## src/rtl/emif_access_seq.sv

```systemverilog
// -----------------------------------------------------------------------------
// emif_access_seq
//
// Turns one asynchronous MCU EMIF slave access into exactly one register-bank
// transaction, running in the 400 MHz clk domain.
// - A CAS/CS falling edge is detected after a 2-flop synchronizer.
// - Address, data and direction are sampled SAMPLE_DLY cycles later.
// - A read issues reg_rd_req. The returned data is driven onto the EMIF data
//   pads for DRIVE_CYC cycles.
// - A write issues a single reg_wr_en strobe.
//
// State table
//   state      | meaning
//   -----------+-----------------------------------------------------------
//   S_IDLE     | waiting for a synchronized CAS falling edge
//   S_SAMPLE   | counting up to the address/data sample point
//   S_RD_WAIT  | read request issued, waiting for reg_rd_valid or timeout
//   S_RD_DRIVE | emif_data_oe asserted, read data presented to the MCU
//   S_RECOVER  | access done, waiting for CAS to be released
//
// Ports
//   clk, rst_n              400 MHz clock, async active-low reset
//   cas_in                  EMIF CAS/CS strobe (active-low, asynchronous)
//   we_logic                direction, 1 = MCU read, 0 = MCU write
//   emif_addr_in            EMIF address bus
//   emif_data_in            EMIF write data
//   emif_data_out           read data returned to the MCU
//   emif_data_oe            pad output enable for the data bus
//   reg_rd_req              read request to the register bank (1 cycle)
//   reg_rd_addr             read address
//   reg_rd_data             read data from the register bank
//   reg_rd_valid            reg_rd_data qualifier
//   reg_wr_en               write strobe (1 cycle)
//   reg_wr_addr             write address
//   reg_wr_data             write data
//   busy                    state != S_IDLE
//   err_timeout             read timed out (1 cycle)
//   err_overrun             CAS falling edge seen outside S_IDLE (1 cycle)
// -----------------------------------------------------------------------------
module emif_access_seq #(
  parameter int AW         = 16,
  parameter int DW         = 16,
  parameter int SAMPLE_DLY = 4,
  parameter int DRIVE_CYC  = 24,
  parameter int RD_TIMEOUT = 16
) (
  input  logic          clk,
  input  logic          rst_n,
  input  logic          cas_in,
  input  logic          we_logic,
  input  logic [AW-1:0] emif_addr_in,
  input  logic [DW-1:0] emif_data_in,
  output logic [DW-1:0] emif_data_out,
  output logic          emif_data_oe,
  output logic          reg_rd_req,
  output logic [AW-1:0] reg_rd_addr,
  input  logic [DW-1:0] reg_rd_data,
  input  logic          reg_rd_valid,
  output logic          reg_wr_en,
  output logic [AW-1:0] reg_wr_addr,
  output logic [DW-1:0] reg_wr_data,
  output logic          busy,
  output logic          err_timeout,
  output logic          err_overrun
);

  localparam int SW  = $clog2(SAMPLE_DLY + 1);
  localparam int WW  = $clog2(RD_TIMEOUT + 1);
  localparam int DCW = $clog2(DRIVE_CYC + 1);

  localparam logic [SW-1:0]  SMP_TC   = SW'(SAMPLE_DLY);
  // The wait counter is 0 in the request cycle. The transition out of
  // S_RD_WAIT is registered, so the last cycle still waiting for valid is
  // RD_TIMEOUT-1. err_timeout therefore shows up RD_TIMEOUT cycles after
  // the request cycle.
  localparam logic [WW-1:0]  WAIT_TC  = WW'(RD_TIMEOUT - 1);
  // The drive timer counts down to zero, and oe drops on the edge after
  // the timer reads zero. Loading DRIVE_CYC-1 gives exactly DRIVE_CYC
  // cycles with oe high.
  localparam logic [DCW-1:0] DRV_LOAD = DCW'(DRIVE_CYC - 1);

  typedef enum logic [2:0] {
    S_IDLE,
    S_SAMPLE,
    S_RD_WAIT,
    S_RD_DRIVE,
    S_RECOVER
  } state_t;

  state_t state_q, state_d;

  logic           c0, c1;
  logic           cas_fall;

  logic [SW-1:0]  smp_cnt_q, smp_cnt_d;
  logic [WW-1:0]  wait_cnt_q, wait_cnt_d;
  logic [DCW-1:0] drv_cnt_q, drv_cnt_d;

  logic [AW-1:0]  addr_q, addr_d;
  logic [DW-1:0]  data_q, data_d;
  logic [DW-1:0]  dout_q, dout_d;
  logic           oe_q, oe_d;
  logic           rd_req_q, rd_req_d;
  logic           wr_en_q, wr_en_d;
  logic           err_to_q, err_to_d;
  logic           err_ov_q, err_ov_d;

  // Reset to 0 so that a CAS held low through reset release is not
  // mistaken for a new falling edge. A fall needs c1 = 1 and c0 = 0.
  always_ff @(posedge clk or negedge rst_n) begin
    if (!rst_n) begin
      c0 <= 1'b0;
      c1 <= 1'b0;
    end else begin
      c0 <= cas_in;
      c1 <= c0;
    end
  end

  assign cas_fall = c1 & ~c0;

  always_ff @(posedge clk or negedge rst_n) begin
    if (!rst_n) begin
      state_q    <= S_IDLE;
      smp_cnt_q  <= '0;
      wait_cnt_q <= '0;
      drv_cnt_q  <= '0;
      addr_q     <= '0;
      data_q     <= '0;
      dout_q     <= '0;
      oe_q       <= 1'b0;
      rd_req_q   <= 1'b0;
      wr_en_q    <= 1'b0;
      err_to_q   <= 1'b0;
      err_ov_q   <= 1'b0;
    end else begin
      state_q    <= state_d;
      smp_cnt_q  <= smp_cnt_d;
      wait_cnt_q <= wait_cnt_d;
      drv_cnt_q  <= drv_cnt_d;
      addr_q     <= addr_d;
      data_q     <= data_d;
      dout_q     <= dout_d;
      oe_q       <= oe_d;
      rd_req_q   <= rd_req_d;
      wr_en_q    <= wr_en_d;
      err_to_q   <= err_to_d;
      err_ov_q   <= err_ov_d;
    end
  end

  always_comb begin
    state_d    = state_q;
    smp_cnt_d  = smp_cnt_q;
    wait_cnt_d = wait_cnt_q;
    drv_cnt_d  = drv_cnt_q;
    addr_d     = addr_q;
    data_d     = data_q;
    dout_d     = dout_q;
    oe_d       = oe_q;
    rd_req_d   = 1'b0;
    wr_en_d    = 1'b0;
    err_to_d   = 1'b0;
    err_ov_d   = cas_fall && (state_q != S_IDLE);

    case (state_q)
      S_IDLE: begin
        if (cas_fall) begin
          smp_cnt_d = SW'(1);
          state_d   = S_SAMPLE;
        end
      end

      // The direction is taken from the raw input at the sample point,
      // together with address and data. After that, a CAS that has already
      // been released cannot change the outcome of the access.
      S_SAMPLE: begin
        if (smp_cnt_q == SMP_TC) begin
          addr_d = emif_addr_in;
          data_d = emif_data_in;
          if (we_logic) begin
            rd_req_d   = 1'b1;
            wait_cnt_d = '0;
            state_d    = S_RD_WAIT;
          end else begin
            wr_en_d = 1'b1;
            state_d = S_RECOVER;
          end
        end else begin
          smp_cnt_d = smp_cnt_q + SW'(1);
        end
      end

      S_RD_WAIT: begin
        if (reg_rd_valid) begin
          dout_d    = reg_rd_data;
          oe_d      = 1'b1;
          drv_cnt_d = DRV_LOAD;
          state_d   = S_RD_DRIVE;
        end else if (wait_cnt_q == WAIT_TC) begin
          dout_d    = '1;
          err_to_d  = 1'b1;
          oe_d      = 1'b1;
          drv_cnt_d = DRV_LOAD;
          state_d   = S_RD_DRIVE;
        end else begin
          wait_cnt_d = wait_cnt_q + WW'(1);
        end
      end

      S_RD_DRIVE: begin
        if (drv_cnt_q == '0) begin
          oe_d    = 1'b0;
          state_d = S_RECOVER;
        end else begin
          drv_cnt_d = drv_cnt_q - DCW'(1);
        end
      end

      S_RECOVER: begin
        if (c0) begin
          state_d = S_IDLE;
        end
      end

      default: begin
        state_d = S_IDLE;
        oe_d    = 1'b0;
      end
    endcase
  end

  assign emif_data_out = dout_q;
  assign emif_data_oe  = oe_q;
  assign reg_rd_req    = rd_req_q;
  assign reg_rd_addr   = addr_q;
  assign reg_wr_en     = wr_en_q;
  assign reg_wr_addr   = addr_q;
  assign reg_wr_data   = data_q;
  assign busy          = (state_q != S_IDLE);
  assign err_timeout   = err_to_q;
  assign err_overrun   = err_ov_q;

endmodule

```

## config.mk

```make
export PLATFORM = sky130hd
export DESIGN_NAME = emif_access_seq
export DESIGN_NICKNAME = d
export VERILOG_FILES = /design/src/rtl/emif_access_seq.sv
export SDC_FILE = /design/constraint.sdc
export NUM_CORES = 1
export LEC_CHECK = 0
export ABC_AREA = 1
export BUFFER_PORTS_ARGS = -buffer_cell sky130_fd_sc_hd__buf_2
export CAP_MARGIN = 20
export CORE_ASPECT_RATIO = 0.75
export CORE_UTILIZATION = 49
export DETAILED_ROUTE_END_ITERATION = 8
export PLACE_DENSITY = 0.92
export SETUP_SLACK_MARGIN = 0.05
export SYNTH_ARGS = -nofsm -noshare
export SYNTH_HDL_FRONTEND = slang
export SYNTH_SLANG_ARGS = --single-unit
```

## constraint.sdc

```tcl
create_clock -name clk -period 2.2 [get_ports clk]
set_clock_uncertainty 0.1 [all_clocks]
set_input_delay 0.11 -clock clk [delete_from_list [all_inputs] [get_ports clk]]
set_output_delay 0.11 -clock clk [all_outputs]
set_load 0.005 [all_outputs]
```

# == Word-level counts from Yosys, hierarchy flattened ==
# Cells that the tools add are included.
# totals
regBits,71
input_bits,53
output_inout_bits,70
wordCells,86
# classes
add_sub_neg,3
n_eq_ne,16
muxes,34
bitwise_logic,3
n_reduce_logical,16
# ops
op,count
$mux W5,7
$mux W16,2
$mux W3,8
$pmux W5 S2,2
$ne A2 B2 Y1 const B,9
$pmux W3 S5,1
$mux W1,12
$reduce_and A5 Y1,2
$reduce_and A3 Y1,3
$reduce_bool A2 Y1,4
$eq A3 B2 Y1 const B,2
$eq A3 B3 Y1 const B,2
$pmux W3 S2,1
$add A5 B1 Y5 const B,1
$eq A5 B4 Y1 const B,1
$logic_not A5 Y1,1
$sub A5 B1 Y5 const B,1
$reduce_and A2 Y1,2
$add A3 B1 Y3 const B,1
$eq A3 B1 Y1 const B,1
$logic_not A3 Y1,1
$ne A3 B3 Y1 const B,1
$pmux W1 S3,1
$reduce_bool A3 Y1,1
other kinds (4),5

# == Depth between registers and ports, before layout ==
# Gate-level depths: netlist of run 1.
# depth
depth_word,4
ltp_mapped,12
depth_no_buf,11

# == Worst setup path before layout of run 1 ==
# OpenSTA, ideal clock, no wires.
# synth_timing
kind,flip-flop to flip-flop
start,register wait_cnt_q[0]
end,"register dout_q[14], in the netlist emif_data_out[14]"
setup_time_ns,0.121
arrival_time_ns,1.538
t_required_ns,1.979
setup_slack_ns,0.442
path_stages_with_launch,12
n_path_buf,1
period_less_slack_ns,1.758
cell_sequence,dfrtp_1 -> ha_1 -> nand2_1 -> nor2_1 -> ha_1 -> inv_1 -> nand3_2 -> nor2_4 -> nor2_4 -> buf_2 -> o21ai_0 -> nand2_1
# synth_via
elab_chain_len,3
# synth_rtl
item,line_no,text
"start, declared",96,"logic [WW-1:0] wait_cnt_q, wait_cnt_d;"
"start signal, assigned",139,wait_cnt_q <= wait_cnt_d;
$eq A5 B4 Y1,200,end else if (wait_cnt_q == WAIT_TC) begin
$reduce_bool A2 Y1 (no line),n/a,
$reduce_and A2 Y1 (no line),n/a,
"end signal, assigned",143,dout_q <= dout_d;
"end, declared",101,"logic [DW-1:0] dout_q, dout_d;"
# Every way passes these cells.
# A chain may end at the register's enable or synchronous reset.

# == Worst setup path after layout of run 1 ==
# layout_timing
start,register wait_cnt_q[0]
end,"register dout_q[12], in the netlist emif_data_out[12]"
# Same word-level chain as after synthesis.

==> flow_summary.json, run 1 <==
{
  "yosysTopAreaCell": "dfrtp_1",
  "htree_levels": 3,
  "power_uw": 5670,
  "power.switching_uw": 2230,
  "placed_area_um2": 3820,
  "max_slew_margin_pct": 56.8,
  "status": "finished, final reports clean",
  "clk_pin_slew_ps": 80,
  "routedWlPerCell_um": 13.3,
  "fin_util_pct": 71.8,
  "dieArea_um2": 6970,
  "final_nets": 599,
  "tightest_slew_ps": 646,
  "ctsLongestPathBuffers": 2,
  "synth_common_cells": "138 x nand2_1, 71 x dfrtp_1, 48 x nand3_1",
  "min-delay-path-class": "primary input to async pin",
  "fp.dieH_um": 72.6,
  "multiInputGateArea_um2": 1200,
  "post-route-period-util_pct": 91.3,
  "cap_violations": 0,
  "cp-start-kind": "flop",
  "grt_antenna_before_repair": 0,
  "vias": 3079,
  "cts_tree": "done",
  "pwr-share-seq_pct": 40.1,
  "intPower_uw": 3440,
  "ys_ff_latch": 71,
  "rsz0062_at_grt": "no",
  "ant_nets": 0,
  "drt-initial-drc-count": 218,
  "synth_top_area_share_pct": 54.6,
  "synth_edf_count": 0,
  "drv_slew": 0,
  "gp_congestion": 0.934,
  "grt_max_degree": 49,
  "core_area_um2": 6350,
  "grt_pass1_vias": 3027,
  "yosysUniqueCellTypes": 26,
  "cts-resized-gates": 0,
  "yosysMostFrequentCell": "nand2_1",
  "vdd_ir_drop_max_mv": 0.715,
  "drtPass1Iterations": 4,
  "routed_wl_um": 8320,
  "rows": 25,
  "ios": 123,
  "finalWorstSetupSlack_ps": 191,
  "synth_warnings": 0,
  "synthTopCellsByArea": "dfrtp_1 55%, nand2_1 16%, nand3_1 7.4%",
  "gr-total-overflow": 0,
  "synthFlopType": "dfrtp_1",
  "setup_tns_ps": 0,
  "synth_async_sr_flop_share_pct": 100,
  "leakage_uw": 0.00252,
  "via_per_inst": 4.91,
  "dp_hpwl_um": 5150,
  "grt_pass1_wl_um": 13200,
  "pwr-share-comb_pct": 42.1,
  "end_kind": "flop",
  "syn_inst": 378,
  "max_freq_mhz": 498,
  "synth.avg_cell_area_um2": 8.60,
  "track_usage_pct": 25.2,
  "die_w_um": 96.1,
  "r2r_cells": 11,
  "powerDensity_nw_per_um2": 1240,
  "dp_slack_ps": 234,
  "cts_sinks": 71,
  "postLayoutCellArea_um2": 4560,
  "crit_arrival_ps": 2120,
  "regArea_um2": 1780,
  "drc_errors": 0,
  "syn_area_um2": 3250,
  "fillCellCount": 457,
  "crit_type": "flop to flop",
  "clk_latency_ps": 330,
  "diodes": 0,
  "port_buffers": 122,
  "setup_viol": 0,
  "cp.required_ps": 2310,
  "period_minus_slack_ps": 2010,
  "crit_fanout": 11,
  "area_growth_pct": 40.2,
  "p_clk_share_pct": 17.8,
  "syn_nets": 436,
  "hold_viol_final": 0,
  "switching_share_pct": 39.3,
  "cts_root_buf": "clkbuf_8",
  "synth_seq_area_share_pct": 54.6,
  "start_util_pct": 51.2,
  "drive_above_1_share_pct": 29.7,
  "cts_inserted_buffers": 9
}
==> power by group through the flow <==
stage,Combinational [µW],Clock [µW],Sequential [µW]
floorplan,1450,0,2280
global placement,2170,0,2240
detailed placement,2270,0,2260
CTS,2340,1050,2250
global route,2720,1100,2350
finish,2390,1010,2270
==> stage by stage <==
step	hold slack (ps)	instances
after global routing	262	627
after detailed placement	28.5	556
final	197	627
after CTS	199	624
after floorplan	-286	378
after global placement	25.4	556
==> layer usage <==
metal  vias to the layer above  global-route usage (%)  wire [µm]
met4                         0                    11.3        240
li1                       1506                       -          -
met1                      1403                    27.7       3360
met3                        25                    6.39        603
met2                       145                    45.8       4120
met5                         -                       0          0
==> state kept, by name (all words and copies together), names as in the netlist <==
signal and flops:
emif_data_oe 1, emif_data_out 16, c0 1, drv_cnt_q 5
reg_wr_data 16, err_overrun 1, wait_cnt_q 5, state_q 3
smp_cnt_q 3, reg_rd_addr 16, reg_wr_en 1, c1 1
reg_rd_req 1, err_timeout 1
==> final timing paths <==
kind | from | end | slack (ps)
min | rst_n | reg_rd_addr[13] | 200
max reg2reg | wait_cnt_q[0] | emif_data_out[12] | 190
min in group clk | c0 | c1 | 270
min reg2reg | c0 | c1 | 270
max | wait_cnt_q[0] | emif_data_out[12] | 190
max in group asynchronous | rst_n | reg_wr_data[1] | 1180
==> what timing repair did <==
action / in CTS / in global routing
buffers inserted: 0 / 3
hold endpoints to repair: 76 / 0
setup endpoints to repair: 0 / 9
hold buffers: 52 / 0
==> placed cells by master (no fill, tap or decap), types with 2 or more instances in the layout <==
cell / netlist / layout
a21oi_1: 3 / 3
buf_2: 7 / 122
buf_4: 16 / 5
clkbuf_8: 0 / 10
clkinvlp_4: 0 / 3
dfrtp_1: 71 / 71
dlygate4sd3_1: 0 / 52
ha_1: 5 / 5
inv_1: 23 / 23
inv_2: 2 / 2
nand2_1: 138 / 138
nand2_2: 5 / 5
nand3_1: 48 / 48
nand3_2: 4 / 4
nor2_1: 14 / 14
nor2_4: 4 / 4
o21ai_0: 18 / 18
o21ai_1: 3 / 3
or2_0: 2 / 2
xor2_1: 3 / 3
==> critical path, stage by stage, from the launching register on <==
cell,delay [ps]
dfrtp_1,410
ha_1,230
nand2_1,70
nor2_1,40
ha_1,170
inv_1,110
nand3_2,120
nor2_4,160
nor2_4,90
buf_4,160
o21ai_0,120
nand2_1,110
==> layout make-up <==
cell class / instances / share of cell area (%)
sequential: 71 / 39.0
multi-input combinational: 253 / 26.2
timing repair buffer: 180 / 26.1
clock buffer: 11 / 3.10
tap: 81 / 2.22
inverter: 26 / 2.14
clock inverter: 5 / 1.26
==> cells by family after synthesis <==
logic type                 Yosys count  share of synthesized area [%]
AOI/OAI and AO/OA                   25                           3.96
xor gates and xnor gates             4                           1.08
adders and majority gates            5                           1.92
buffers and inverters               54                           8.58
DFF                                 71                           54.6
and+or+nand+nor                    219                           29.8
Power figures use the tool's default switching activity.
==> run 2: changes to the inputs <==
- PLACE_DENSITY: 0.92 -> 0.88
==> flow_summary.json, run 2 (synthesized netlist as in run 1, its figures left out) <==
{
  "tightest_slew_ps": 635,
  "max_freq_mhz": 515,
  "grt_busiest_layer": "met2",
  "final_common_cell": "nand2_1",
  "vias": 3093,
  "crit_arrival_ps": 2130,
  "min-delay-path-class": "primary input to async pin",
  "holdWs_ps": 218,
  "via_per_inst": 4.91,
  "use_met1_pct": 29.2,
  "fillCellCount": 506,
  "startpoint": "wait_cnt_q[0]",
  "htree_levels": 3,
  "final_nets": 602,
  "die_w_um": 96.1,
  "ctsLongestPathBuffers": 2,
  "dp.cells": 557,
  "cts_inserted_buffers": 9,
  "drv_slew": 0,
  "most-common-layout-cells": "138 x nand2_1, 122 x buf_2, 71 x dfrtp_1, 52 x dlygate4sd3_1, 48 x nand3_1",
  "clk_pin_slew_ps": 80,
  "setup_tns_ps": 0,
  "area_growth_pct": 41.2,
  "max_slew_margin_pct": 57.7,
  "ant_nets": 0,
  "post-route-period-util_pct": 88.3,
  "status": "finished, final reports clean",
  "end_kind": "flop",
  "fp.dieH_um": 72.6,
  "crit_type": "flop to flop",
  "vdd_ir_drop_max_mv": 0.664,
  "dieArea_um2": 6970,
  "layoutNonFillerInstCount": 630,
  "cts_root_buf": "clkbuf_8",
  "rsz0062_at_grt": "no",
  "grt_pass1_vias": 2848,
  "track_usage_pct": 24.4,
  "dp_hpwl_um": 5140,
  "met3_usage_pct": 7.65,
  "grt_pass1_wl_um": 12800,
  "diodes": 0,
  "cts_sinks": 71,
  "clk_latency_ps": 350,
  "grt_max_degree": 46,
  "drive_above_1_share_pct": 30.1,
  "powerDensity_nw_per_um2": 1240,
  "ios": 123,
  "gr-total-overflow": 0,
  "cp.required_ps": 2390,
  "cts_tree": "done",
  "hold_viol_final": 0,
  "reg2reg_from": "wait_cnt_q[0]",
  "cp-start-kind": "flop",
  "cap_violations": 0,
  "grt_antenna_before_repair": 0,
  "crit_fanout": 17,
  "start_util_pct": 51.2,
  "port_buffers": 122,
  "rows": 25,
  "routed_wl_um": 8350,
  "cts-resized-gates": 0,
  "drtPass1Iterations": 4,
  "leakage_uw": 0.00255,
  "drc_errors": 0,
  "setup_viol": 0,
  "met2_usage_pct": 42.1,
  "routedWlPerCell_um": 13.3,
  "drt-initial-drc-count": 166,
  "gp_congestion": 0.888,
  "period_minus_slack_ps": 1940,
  "core_area_um2": 6350
}
-- run 2: path summary, 6_finish.rpt --
| check | endpoint | slack [ps] | depth (start not counted) |
|---|---|---|---|
| setup / recovery | emif_data_out[7] | 260 | 11 |
| hold reg to reg | c1 | 290 | 0 |
| setup reg to reg | emif_data_out[7] | 260 | 11 |
| min in group clk | c1 | 290 | 0 |
| hold / removal | reg_rd_addr[1] | 220 | 2 |
| max in group asynchronous | drv_cnt_q[1] | 1130 | 3 |
-- run 2: routing by layer --
metal	up-vias	wire length (µm)
met2	124	4140
met3	13	604
met4	0	100
met5	-	0
li1	1516	-
met1	1440	3510
-- run 2: cell type report --
cell class / count / area (µm²) / area share [%]
Timing Repair Buffer: 183 / 1220 / 26.6
Clock buffer: 10 / 128 / 2.78
Clock inverter: 6 / 68.8 / 1.50
Inverter: 26 / 97.6 / 2.13
Sequential cell: 71 / 1780 / 38.7
Multi-Input combinational cell: 253 / 1200 / 26.0
Tap cell: 81 / 101 / 2.21
-- run 2: what timing repair did --
action	CTS	global route
buffers inserted	0	5
hold endpoints to repair	81	0
setup endpoints to repair	0	10
hold buffers	52	0
-- run 2: power breakdown --
group          internal, µW  switching [µW]  total [µW]
sequential             1880             387        2270
clock                   530             514        1040
combinational          1020            1360        2390
-- run 2: worst max-delay path, stage by stage (launching register included) --
cell and delay, ps:
dfrtp_1 410, ha_1 230, nand2_1 70, nor2_1 40, ha_1 170, inv_1 110, nand3_2 130, nor2_4 170
nor2_4 80, inv_2 220, nand2_1 90, nand2_1 70
-- run 2: through the flow --
stage / area [µm²] / setup WS (ps) / utilization (%) / total power, µW
CTS: 4550 / 233 / 71.7 / 5660
floorplan: 3250 / 442 / - / 3730
finish: 4590 / 258 / 72.3 / 5700
global placement: 3840 / 339 / 60.4 / 4420
global route: 4590 / 68.1 / 72.3 / 6170
detailed placement: 3840 / 245 / 60.4 / 4540
==> run 3: changes to the inputs <==
==> constraint.sdc (replaced) <==
create_clock -name clk -period 2.2 [get_ports clk]
set_clock_uncertainty 0.1 [all_clocks]
set_input_delay 0.33 -clock clk [delete_from_list [all_inputs] [get_ports clk]]
set_output_delay 0.33 -clock clk [all_outputs]
set_load 0.005 [all_outputs]
==> flow_summary.json, run 3 (synthesized netlist as in run 1, its figures left out) <==
{
  "fin_util_pct": 63.7,
  "grt_pass1_vias": 2525,
  "rr_endpoint": "emif_data_out[9]",
  "grt_antenna_before_repair": 0,
  "drive_above_1_share_pct": 32.7,
  "start_util_pct": 51.2,
  "postLayoutCellArea_um2": 4050,
  "powerDensity_nw_per_um2": 1330,
  "drt-initial-drc-count": 148,
  "gr-total-overflow": 0,
  "setup_viol": 0,
  "ios": 123,
  "switching_share_pct": 39.5,
  "min-delay-path-class": "primary input to flop",
  "post-route-period-util_pct": 89.1,
  "track_usage_pct": 21.9,
  "area_growth_pct": 24.4,
  "status": "finished, final reports clean",
  "ctsLongestPathBuffers": 2,
  "r2r_slack_ps": 240,
  "p_clk_share_pct": 16.4,
  "clk_pin_slew_ps": 70,
  "holdPathEnd": "reg_wr_en",
  "reg2reg_from": "wait_cnt_q[0]",
  "period_minus_slack_ps": 1960,
  "grt_max_degree": 72,
  "cts_sinks": 71,
  "port_buffers": 122,
  "fillCellCount": 573,
  "routed_wl_um": 7030,
  "hold_start": "we_logic",
  "holdPathStages": 2,
  "leakage_uw": 0.00231,
  "placed_area_um2": 3840,
  "fp.dieH_um": 72.6,
  "drv_slew": 0,
  "pwr-share-comb_pct": 42.0,
  "ant_nets": 0,
  "crit_arrival_ps": 2090,
  "diodes": 0,
  "vdd_ir_drop_max_mv": 0.636,
  "via_per_inst": 4.90,
  "cp-start-kind": "flop",
  "intPower_uw": 3270,
  "cts_tree": "done",
  "power_uw": 5400,
  "dp_hpwl_um": 5040,
  "core_area_um2": 6350,
  "clk_latency_ps": 340,
  "final_nets": 550,
  "cts_root_buf": "clkbuf_8",
  "grt_pass1_wl_um": 11500,
  "regArea_um2": 1780,
  "rsz0062_at_grt": "no",
  "dieArea_um2": 6970,
  "cp.required_ps": 2330,
  "hold_viol_final": 0,
  "vias": 2830,
  "crit_fanout": 14,
  "htree_levels": 3,
  "max_slew_margin_pct": 69.1,
  "r2r_cells": 11,
  "drtPass1Iterations": 4,
  "crit_type": "flop to flop",
  "routedWlPerCell_um": 12.2,
  "drc_errors": 0,
  "die_w_um": 96.1,
  "multiInputGateArea_um2": 1200,
  "holdWs_ps": 86.9,
  "cap_violations": 0,
  "final_common_cell": "nand2_1",
  "setup_tns_ps": 0,
  "power.switching_uw": 2130,
  "rows": 25,
  "most-common-layout-cells": "138 x nand2_1, 122 x buf_2, 71 x dfrtp_1, 48 x nand3_1, 23 x inv_1",
  "max_freq_mhz": 510,
  "cts_inserted_buffers": 9,
  "pwr-share-seq_pct": 41.6,
  "end_kind": "flop",
  "gp_congestion": 0.876,
  "tightest_slew_ps": 463
}
## run 3: changes by cell type in the layout (fill, tap and decap cells not counted), sizes merged
| cell | before | now |
|---|---|---|
| inv | 26 | 25 |
| buf | 131 | 129 |
| clkbuf | 10 | 11 |
| bufinv | 1 | 0 |
| dlygate4sd3 | 52 | 2 |
## run 3: worst max path at each step
stage                   from                 to  slack, ps  cells after the start
2_1_floorplan  wait_cnt_q[0]  emif_data_out[14]        440                     11
3_3_place_gp   wait_cnt_q[0]       emif_data_oe        340                     10
3_5_place_dp   wait_cnt_q[0]   emif_data_out[9]        220                     11
4_1_cts        wait_cnt_q[0]   emif_data_out[9]        220                     11
5_1_grt        wait_cnt_q[0]   emif_data_out[8]         50                     11
6_report       wait_cnt_q[0]   emif_data_out[9]        240                     11
## run 3: per-stage QoR
| step | setup slack (ps) | instances |
|---|---|---|
| after floorplan | 442 | 378 |
| after global placement | 339 | 557 |
| after detailed placement | 224 | 557 |
| after CTS | 223 | 574 |
| after global routing | 50.7 | 577 |
| final | 240 | 577 |
## run 3: final cells by class
cell class,instances,area share (%)
sequential,71,43.9
multi-input combinational,253,29.6
timing repair buffer,131,17.5
clock buffer,11,3.49
tap,81,2.50
inverter,26,2.47
clock inverter,4,0.557
## run 3: what timing repair did
item	in CTS	in global routing
hold buffers	2	0
gates resized for setup	0	2
buffers inserted	0	3
endpoints found under the hold margin	72	0
endpoints found under the setup margin	0	17
## run 3: worst max-delay path, cell delays in order, from the launching register on
cell and delay [ps]:
dfrtp_1 410, ha_1 230, nand2_1 70, nor2_1 40, ha_1 170, inv_1 110
nand3_2 130, nor2_4 170, nor2_4 110, buf_4 150, o21ai_0 80, nand2_1 80
## run 3: metal layers
metal	GRT usage (%)	share of wire [%]	up-vias
li1	-	-	1413
met1	27.5	45	1309
met2	36.5	47	100
met3	6.29	7.2	8
met4	7.46	1.1	0
met5	0	0	-
## run 3: power groups by stage
stage	logic, µW	registers [µW]	clock network [µW]
2_1_floorplan	1450	2280	0
3_3_place_gp	2180	2240	0
3_5_place_dp	2280	2250	0
4_1_cts	2290	2240	928
5_1_grt	2630	2320	985
6_report	2270	2250	888
